===== config.mk =====
export PLATFORM = sky130hd
export DESIGN_NAME = rect_finder
export DESIGN_NICKNAME = d
export VERILOG_FILES = /design/src/rtl/rect_finder.sv
export SDC_FILE = /design/constraint.sdc
export NUM_CORES = 1
export LEC_CHECK = 0
export CAP_MARGIN = 20
export CELL_PAD_IN_SITES_DETAIL_PLACEMENT = 1
export CELL_PAD_IN_SITES_GLOBAL_PLACEMENT = 1
export CORE_MARGIN = 3
export CORE_UTILIZATION = 36
export CTS_CLUSTER_SIZE = 30
export DETAILED_ROUTE_END_ITERATION = 6
export GPL_TIMING_DRIVEN = 1
export HOLD_SLACK_MARGIN = 0.1
export PLACE_DENSITY = 0.86
export SLEW_MARGIN = 15
export SYNTH_ARGS = -nofsm -noshare
export SYNTH_HDL_FRONTEND = slang
export SYNTH_SLANG_ARGS = --single-unit
export TNS_END_PERCENT = 100

===== constraint.sdc =====
create_clock -name clk -period 2 [get_ports clk]
set_input_delay 0.4 -clock clk [delete_from_list [all_inputs] [get_ports clk]]
set_output_delay 0.4 -clock clk [all_outputs]
set_load 0.05 [all_outputs]

===== src/rtl/rect_finder.sv =====
// Scans a latched binary matrix for axis-aligned rectangles whose four corners are 1,
// reporting each hit through a valid/ready handshake in lexicographic (r1,r2,c1,c2) order.
module rect_finder #(
    parameter int ROWS = 4,
    parameter int COLS = 4,
    localparam int RW    = ($clog2(ROWS) > 0) ? $clog2(ROWS) : 1,
    localparam int CW    = ($clog2(COLS) > 0) ? $clog2(COLS) : 1,
    localparam int NCAND = (ROWS * (ROWS - 1) / 2) * (COLS * (COLS - 1) / 2),
    localparam int NW    = $clog2(NCAND + 1)
) (
    input  logic                 clk,
    input  logic                 rst_n,
    input  logic                 start,
    input  logic [ROWS*COLS-1:0] m_in,
    output logic                 busy,
    output logic                 found_valid,
    input  logic                 found_ready,
    output logic [RW-1:0]        r1,
    output logic [RW-1:0]        r2,
    output logic [CW-1:0]        c1,
    output logic [CW-1:0]        c2,
    output logic                 done,
    output logic [NW-1:0]        hit_count
);

    localparam int IW = ($clog2(ROWS * COLS) > 0) ? $clog2(ROWS * COLS) : 1;

    localparam logic [1:0] S_IDLE = 2'd0;
    localparam logic [1:0] S_SCAN = 2'd1;
    localparam logic [1:0] S_HOLD = 2'd2;
    localparam logic [1:0] S_DONE = 2'd3;

    localparam logic [RW-1:0] RLAST = RW'(ROWS - 1);
    localparam logic [RW-1:0] RPEN  = RW'(ROWS - 2);
    localparam logic [CW-1:0] CLAST = CW'(COLS - 1);
    localparam logic [CW-1:0] CPEN  = CW'(COLS - 2);

    logic [1:0]           state;
    logic [ROWS*COLS-1:0] mat;
    logic [RW-1:0]        cr1, cr2, nr1, nr2;
    logic [CW-1:0]        cc1, cc2, nc1, nc2;
    logic                 hit, last;

    function automatic logic bit_at(input logic [ROWS*COLS-1:0] mm,
                                    input logic [RW-1:0] r, input logic [CW-1:0] c);
        logic [IW-1:0] idx;
        idx = IW'(c) * IW'(ROWS) + IW'(r);
        return mm[idx];
    endfunction

    assign hit  = bit_at(mat, cr1, cc1) & bit_at(mat, cr1, cc2)
                & bit_at(mat, cr2, cc1) & bit_at(mat, cr2, cc2);
    assign last = (cr1 == RPEN) && (cr2 == RLAST) && (cc1 == CPEN) && (cc2 == CLAST);

    // Successor candidate: c2 fastest, then c1, r2, r1; lower bounds reset to the tightest legal pair.
    always_comb begin
        nr1 = cr1;
        nr2 = cr2;
        nc1 = cc1;
        nc2 = cc2;
        if (cc2 != CLAST) begin
            nc2 = cc2 + CW'(1);
        end else if (cc1 != CPEN) begin
            nc1 = cc1 + CW'(1);
            nc2 = cc1 + CW'(2);
        end else if (cr2 != RLAST) begin
            nr2 = cr2 + RW'(1);
            nc1 = '0;
            nc2 = CW'(1);
        end else begin
            nr1 = cr1 + RW'(1);
            nr2 = cr1 + RW'(2);
            nc1 = '0;
            nc2 = CW'(1);
        end
    end

    always_ff @(posedge clk) begin
        if (!rst_n) begin
            state     <= S_IDLE;
            mat       <= '0;
            cr1       <= '0;
            cr2       <= '0;
            cc1       <= '0;
            cc2       <= '0;
            r1        <= '0;
            r2        <= '0;
            c1        <= '0;
            c2        <= '0;
            hit_count <= '0;
        end else begin
            case (state)
                S_IDLE: begin
                    if (start) begin
                        mat       <= m_in;
                        hit_count <= '0;
                        cr1       <= '0;
                        cr2       <= RW'(1);
                        cc1       <= '0;
                        cc2       <= CW'(1);
                        state     <= S_SCAN;
                    end
                end
                S_SCAN: begin
                    if (hit) begin
                        r1        <= cr1;
                        r2        <= cr2;
                        c1        <= cc1;
                        c2        <= cc2;
                        hit_count <= hit_count + NW'(1);
                        state     <= S_HOLD;
                    end else if (last) begin
                        state <= S_DONE;
                    end else begin
                        {cr1, cr2, cc1, cc2} <= {nr1, nr2, nc1, nc2};
                    end
                end
                S_HOLD: begin
                    if (found_ready) begin
                        if (last) begin
                            state <= S_DONE;
                        end else begin
                            {cr1, cr2, cc1, cc2} <= {nr1, nr2, nc1, nc2};
                            state <= S_SCAN;
                        end
                    end
                end
                default: state <= S_IDLE;
            endcase
        end
    end

    assign busy        = (state != S_IDLE);
    assign found_valid = (state == S_HOLD);
    assign done        = (state == S_DONE);

endmodule


Yosys cells after proc, flatten, opt, wreduce, memory -nomap -nowiden
Cells that the tools add are included.
{"block": "totals", "inputBits": 20, "reg_bits": 40, "word_cells": 100, "output_inout_bits": 17}
{"block": "classes", "add_sub_neg": 11, "bitwise": 3, "n_eq_ne": 15, "order_cmp": 4, "n_mux": 44, "n_reduce_logical": 12}
{"cell": "$mux W2", "n": 28}
{"cell": "$pmux W2 S3", "n": 5}
{"cell": "$lt A4 B5 Y1 const B", "n": 4}
{"cell": "$add A4 B2 Y4", "n": 4}
{"cell": "$bmux W1 S4", "n": 4}
{"cell": "$eq A2 B2 Y1 const B", "n": 6}
{"cell": "$mux W6", "n": 2}
{"cell": "$ne A2 B2 Y1 const B", "n": 6}
{"cell": "$pmux W6 S2", "n": 1}
{"cell": "$add A2 B1 Y2 const B", "n": 4}
{"cell": "$add A6 B1 Y6 const B", "n": 1}
{"cell": "$reduce_and A3 Y1", "n": 2}
{"cell": "$add A2 B2 Y2 const B", "n": 2}
{"cell": "$mux W1", "n": 4}
{"cell": "$reduce_and A2 Y1", "n": 2}
{"cell": "$reduce_and A4 Y1", "n": 1}
{"cell": "$reduce_bool A2 Y1", "n": 2}
{"cell": "$and A1 B1 Y1", "n": 3}
{"cell": "$logic_and A1 B1 Y1", "n": 3}
{"cell": "$ne A3 B3 Y1 const B", "n": 1}
{"cell": "$reduce_bool A3 Y1", "n": 1}
{"cell": "$eq A2 B1 Y1 const B", "n": 1}
{"cell": "$logic_not A2 Y1", "n": 1}
{"cell": "$ne A2 B1 Y1 const B", "n": 1}

Depth between registers and ports, before layout
{"block": "logic_depth", "word_depth": 8, "ltp_mapped": 9, "ltp_nobuf": 8}

Worst setup path after synthesis
Ideal clock, no wire load.
{"block": "synth_timing", "path_kind": "reg2reg", "start": "reg state[0]", "end": "reg cr1[1]", "arrival_ns": 2.197, "path_buffers": 0, "setup_ns": 0.088, "path_stages_with_launch": 9, "required_time_ns": 1.912, "period_less_slack_ns": 2.285, "path_slack_ns": -0.285, "cell_sequence": "dfxtp_1 -> inv_1 -> ha_1 -> inv_1 -> o22ai_1 -> nor2_1 -> o21ai_4 -> or4_4 -> o32ai_2"}
{"block": "synth_between", "elab_chain_len": 3, "elab_cells_between_ends": 9, "classes_between": "eq/ne (5); mux (1); reduce/logical (3)"}
{"element": "start, declared", "line": "38", "text": "logic [1:0] state;"}
{"element": "start signal, assigned", "line": "80", "text": "state <= S_IDLE;"}
{"element": "start signal, assigned", "line": "101", "text": "state <= S_SCAN;"}
{"element": "start signal, assigned", "line": "111", "text": "state <= S_HOLD;"}
{"element": "$eq A2 B1 Y1, or another cell as far along", "line": "92", "text": "case (state)"}
{"element": "$ne A2 B2 Y1 (no source line), or another cell as far along"}
{"element": "$reduce_and A4 Y1 (no source line)"}
{"element": "end signal, assigned", "line": "115", "text": "{cr1, cr2, cc1, cc2} <= {nr1, nr2, nc1, nc2};"}
{"element": "end signal, assigned", "line": "123", "text": "{cr1, cr2, cc1, cc2} <= {nr1, nr2, nc1, nc2};"}
{"element": "end, declared", "line": "40", "text": "logic [RW-1:0] cr1, cr2, nr1, nr2;"}
Several ways; a longest one is shown, not always the timed one.
A chain may end at the register's enable or synchronous reset.

Worst setup path after layout
{"block": "layout_timing", "start": "reg cr1[0]", "end": "reg cr1[1]"}
{"block": "layout_between", "elab_chain_len": 8, "elab_cells_between_ends": 23, "classes_between": "add/sub (3); eq/ne (2); mux (11); bitwise (3); reduce/logical (4)"}
{"element": "$add A4 B2 Y4", "line": "47", "text": "idx = IW'(c) * IW'(ROWS) + IW'(r);"}
{"element": "$bmux W1 S4", "line": "48", "text": "return mm[idx];"}
{"element": "$mux W1 (implied by the code)", "line": "48"}
{"element": "$and A1 B1 Y1", "line": "51", "text": "assign hit = bit_at(mat, cr1, cc1) & bit_at(mat, cr1, cc2)"}
{"element": "$and A1 B1 Y1 (2 in series)", "line": "52", "text": "& bit_at(mat, cr2, cc1) & bit_at(mat, cr2, cc2);"}
{"element": "$ne A2 B2 Y1 (no source line)"}
{"element": "$reduce_and A4 Y1 (no source line)"}
Several ways; a longest one is shown, not always the timed one. The select of a mux whose other input is x is not followed.

==> metrics.md <==
| Metric | Value |
|---|---|
| Synth Flop Type | dfxtp_1 |
| Final Hold Vio Count | 0 |
| Global-route wire length before repair | 13.37 mm |
| Synth area leaders | dfxtp_1, nand2_1, mux4_2 |
| P_leak | 1.269 nW |
| Ys Warns | 0 |
| Count of input and output buffers | 36 |
| Commonest cells in the netlist | nand2_1, dfxtp_1, a21oi_1 |
| Clk Latency, worst-skew pair | 0.31 ns |
| WHS | 0.4858 ns |
| Routability Congestion | 0.8691 |
| Clk sinks | 40 |
| Max-cap violations | 0 |
| Hold WC Path Type | flop to flop |
| HP Start | mat[12] |
| Largest net degree at the start of global routing | 19 |
| Ports | 37 |
| Fin Clk Skew | 0.01490 ns |
| WHS Endpoint | mat[12] |
| Initial Util | 0.3755 |
| Final setup TNS | -2.599 ns |
| FFs w/ async S/R, synth | 0 |
| Slew HR | 0.6675 |
| Slew Viols, Final | 0 |
| Final setup violation count | 23 |
| TritonCTS clock tree | done |
| Worst Max-Slew Pin Slew | 0.4972 ns |
| Data arrival, critical path | 2.42 ns |
| H-tree levels | 2 |
| RSZ-0062 raised after global routing | yes |
| Worst flop-to-flop path startpoint | cr1[0] |
| Post-synthesis cell area | 2250 µm² |
| Vias/cell | 5.655 |
| P&R area growth vs syn | 45.44% |
| Final Cycle Share | 1.100 |
| Worst endpoint required time | 2.22 ns |
| Die Width | 85.05 µm |
| Clock Pin Slew Worst Setup and Hold Paths | 0.10 ns |
| FMAX | 0.4547 GHz |
| Vias | 2313 |
| Total track usage | 0.2336 |
| FF-to-FF path depth | 7 |
| Sequential-to-total area share from yosys stat | 0.3560 |
| Final worst setup slack | -0.1993 ns |
| Maximum fanout along the worst path | 6 |
| Critical path class | flop to flop |
| Hold buffer count at CTS | 0 |
| Failing checks | setup timing |
| IR drop worst, VDD | 0.0005533 V |
| Pwr Density | 1156 nW/µm² |
| CTS max path bufs | 2 |
| Filler cell count | 683 |
| Min-Delay Path Depth | 2 |
| Number of distinct library cells after synthesis | 47 |
| Grt ovf | 0 |
| DRT antenna net count | 0 |
| Share of post-route cells with drive strength above 1 | 0.3563 |
| Synth Net Count | 285 |
| Worst r2r dst | cr1[1] |
| Most frequent cell after synthesis | nand2_1 |
| DRT Pass-1 Iters | 4 |
| Remaining DRCs | 0 |
| Crit. End Element | flop |
| Initial antenna violation count | 0 |
| Startpoint type of the worst setup path | flop |
| Synth Register Bits | 40 |
| Top cell type's share of synthesized area | 0.3560 |
| Core area | 5991 µm² |
| Cell row count | 28 |
| Post-synth EDFFs | 0 |
| Drt wl/cell | 20.69 µm |
| Die Y-Extent | 85.05 µm |
| Min Clock Period, post-route | 2.199 ns |
| Die area | 7234 µm² |
| Vias in the first global route | 2589 |
| Status | complete, but fails checks |
| Synth Instances | 257 |
| TritonCTS Buffers | 5 |
| Cell taking the most area after synthesis | dfxtp_1 |
| Syn Area/Cell | 8.754 µm² |
| Initial DRC count | 142 |
| Non-Filler Instances | 409 |
| Placed cells | 396 |
| Root buf cell | clkbuf_8 |
| Fin nets | 361 |
| Reg2reg setup slack | -0.20 ns |
| WL final | 8.461 mm |
| Final HPWL DP | 5.359 mm |
| Antenna cells | 0 |
## metal layers
layer	up-vias	track usage	wire length, µm
met5	-	0	0
met3	38	0.04272	472
met2	98	0.4258	4399
met4	0	0.1108	399
li1	1048	-	-
met1	1129	0.2595	3190
## sequential cells by signal (all words and copies together), names as in the netlist
register	count
c2	2
r1	2
c1	2
cc2	2
cr1	2
r2	2
mat	16
state	2
cr2	2
cc1	2
hit_count	6
## metrics by stage
step,instance area [µm²],power (W),worst slack (ns),utilization
6_report,3272,0.003781,-0.1993,0.5462
2_1_floorplan,2285,0.002057,-0.07846,-
5_1_grt,3272,0.003968,-0.2636,0.5462
3_5_place_dp,2965,0.002741,-0.3194,0.4950
4_1_cts,3217,0.003660,-0.1509,0.5370
3_3_place_gp,2965,0.002633,-0.1919,0.4950
## cells in the final DEF, fill, tap and decap left out, drive strengths merged, types with 3 or more instances in the layout
cell type      netlist  final
mux4                 8      8
ha                   8      8
mux2i               11     11
clkdlybuf4s50        0     30
buf                  9     53
nor2                23     23
nand2               54     54
a21oi               30     30
inv                 12     12
clkbuf               4      5
nor3                 3      3
o32ai                3      3
dfxtp               40     40
nand2b               6      6
nand3                9      9
nand4                3      3
o21ai                4      4
## what timing repair did
action,4_1_cts,5_1_grt
hold endpoints to repair,0,0
buffers inserted,5,0
setup endpoints to repair,24,24
pin swaps,9,10
resized for setup,25,14
## cells by family (layout without fill, tap and decap cells)
| group | after synthesis | after routing | share of synthesized area |
|---|---|---|---|
| AOI/OAI and AO/OA | 54 | 54 | 0.1641 |
| xor gates and xnor gates | 2 | 2 | 0.007788 |
| adders and majority gates | 8 | 8 | 0.04450 |
| buffers and inverters | 26 | 103 | 0.06785 |
| DFF | 40 | 40 | 0.3560 |
| muxes | 19 | 19 | 0.1307 |
| and+or+nand+nor | 108 | 108 | 0.2291 |
## critical path, cell delays in order (launching register included)
cell and delay, ns:
dfxtp_4 0.40, mux4_2 0.55, nand3_2 0.11, nand4_2 0.16, nand4_4 0.13, o21ai_4 0.09, or4_4 0.45, o32ai_2 0.21
## cell type report
type / instances / area [µm²] / share of cell area
Tap cell: 75 / 93.84 / 0.02868
Timing Repair Buffer: 83 / 747.0 / 0.2283
Clock inverter: 3 / 46.29 / 0.01415
Sequential cell: 40 / 812.0 / 0.2482
Inverter: 12 / 48.80 / 0.01491
Multi-Input combinational cell: 191 / 1455 / 0.4447
Clock buffer: 5 / 68.82 / 0.02103
## how the worst max path moves through the flow
stage,from,to,slack (ns)
after floorplan,cr2[0],cr1[1],-0.08
after global placement,cr1[0],cr1[1],-0.19
after detailed placement,cr1[0],cr1[1],-0.32
after CTS,cr2[0],cr1[1],-0.15
after global routing,state[1],cr2[0],-0.26
final,cr1[0],cr1[1],-0.20
## where the power goes
group	switching [W]	total, W	leakage (nW)	internal (W)
registers	0.000133	0.00105	0.328	0.000915
logic	0.00116	0.00202	0.886	0.000857
clock network	0.000341	0.000718	0.0548	0.000377
(Power assumes the default switching activity.)
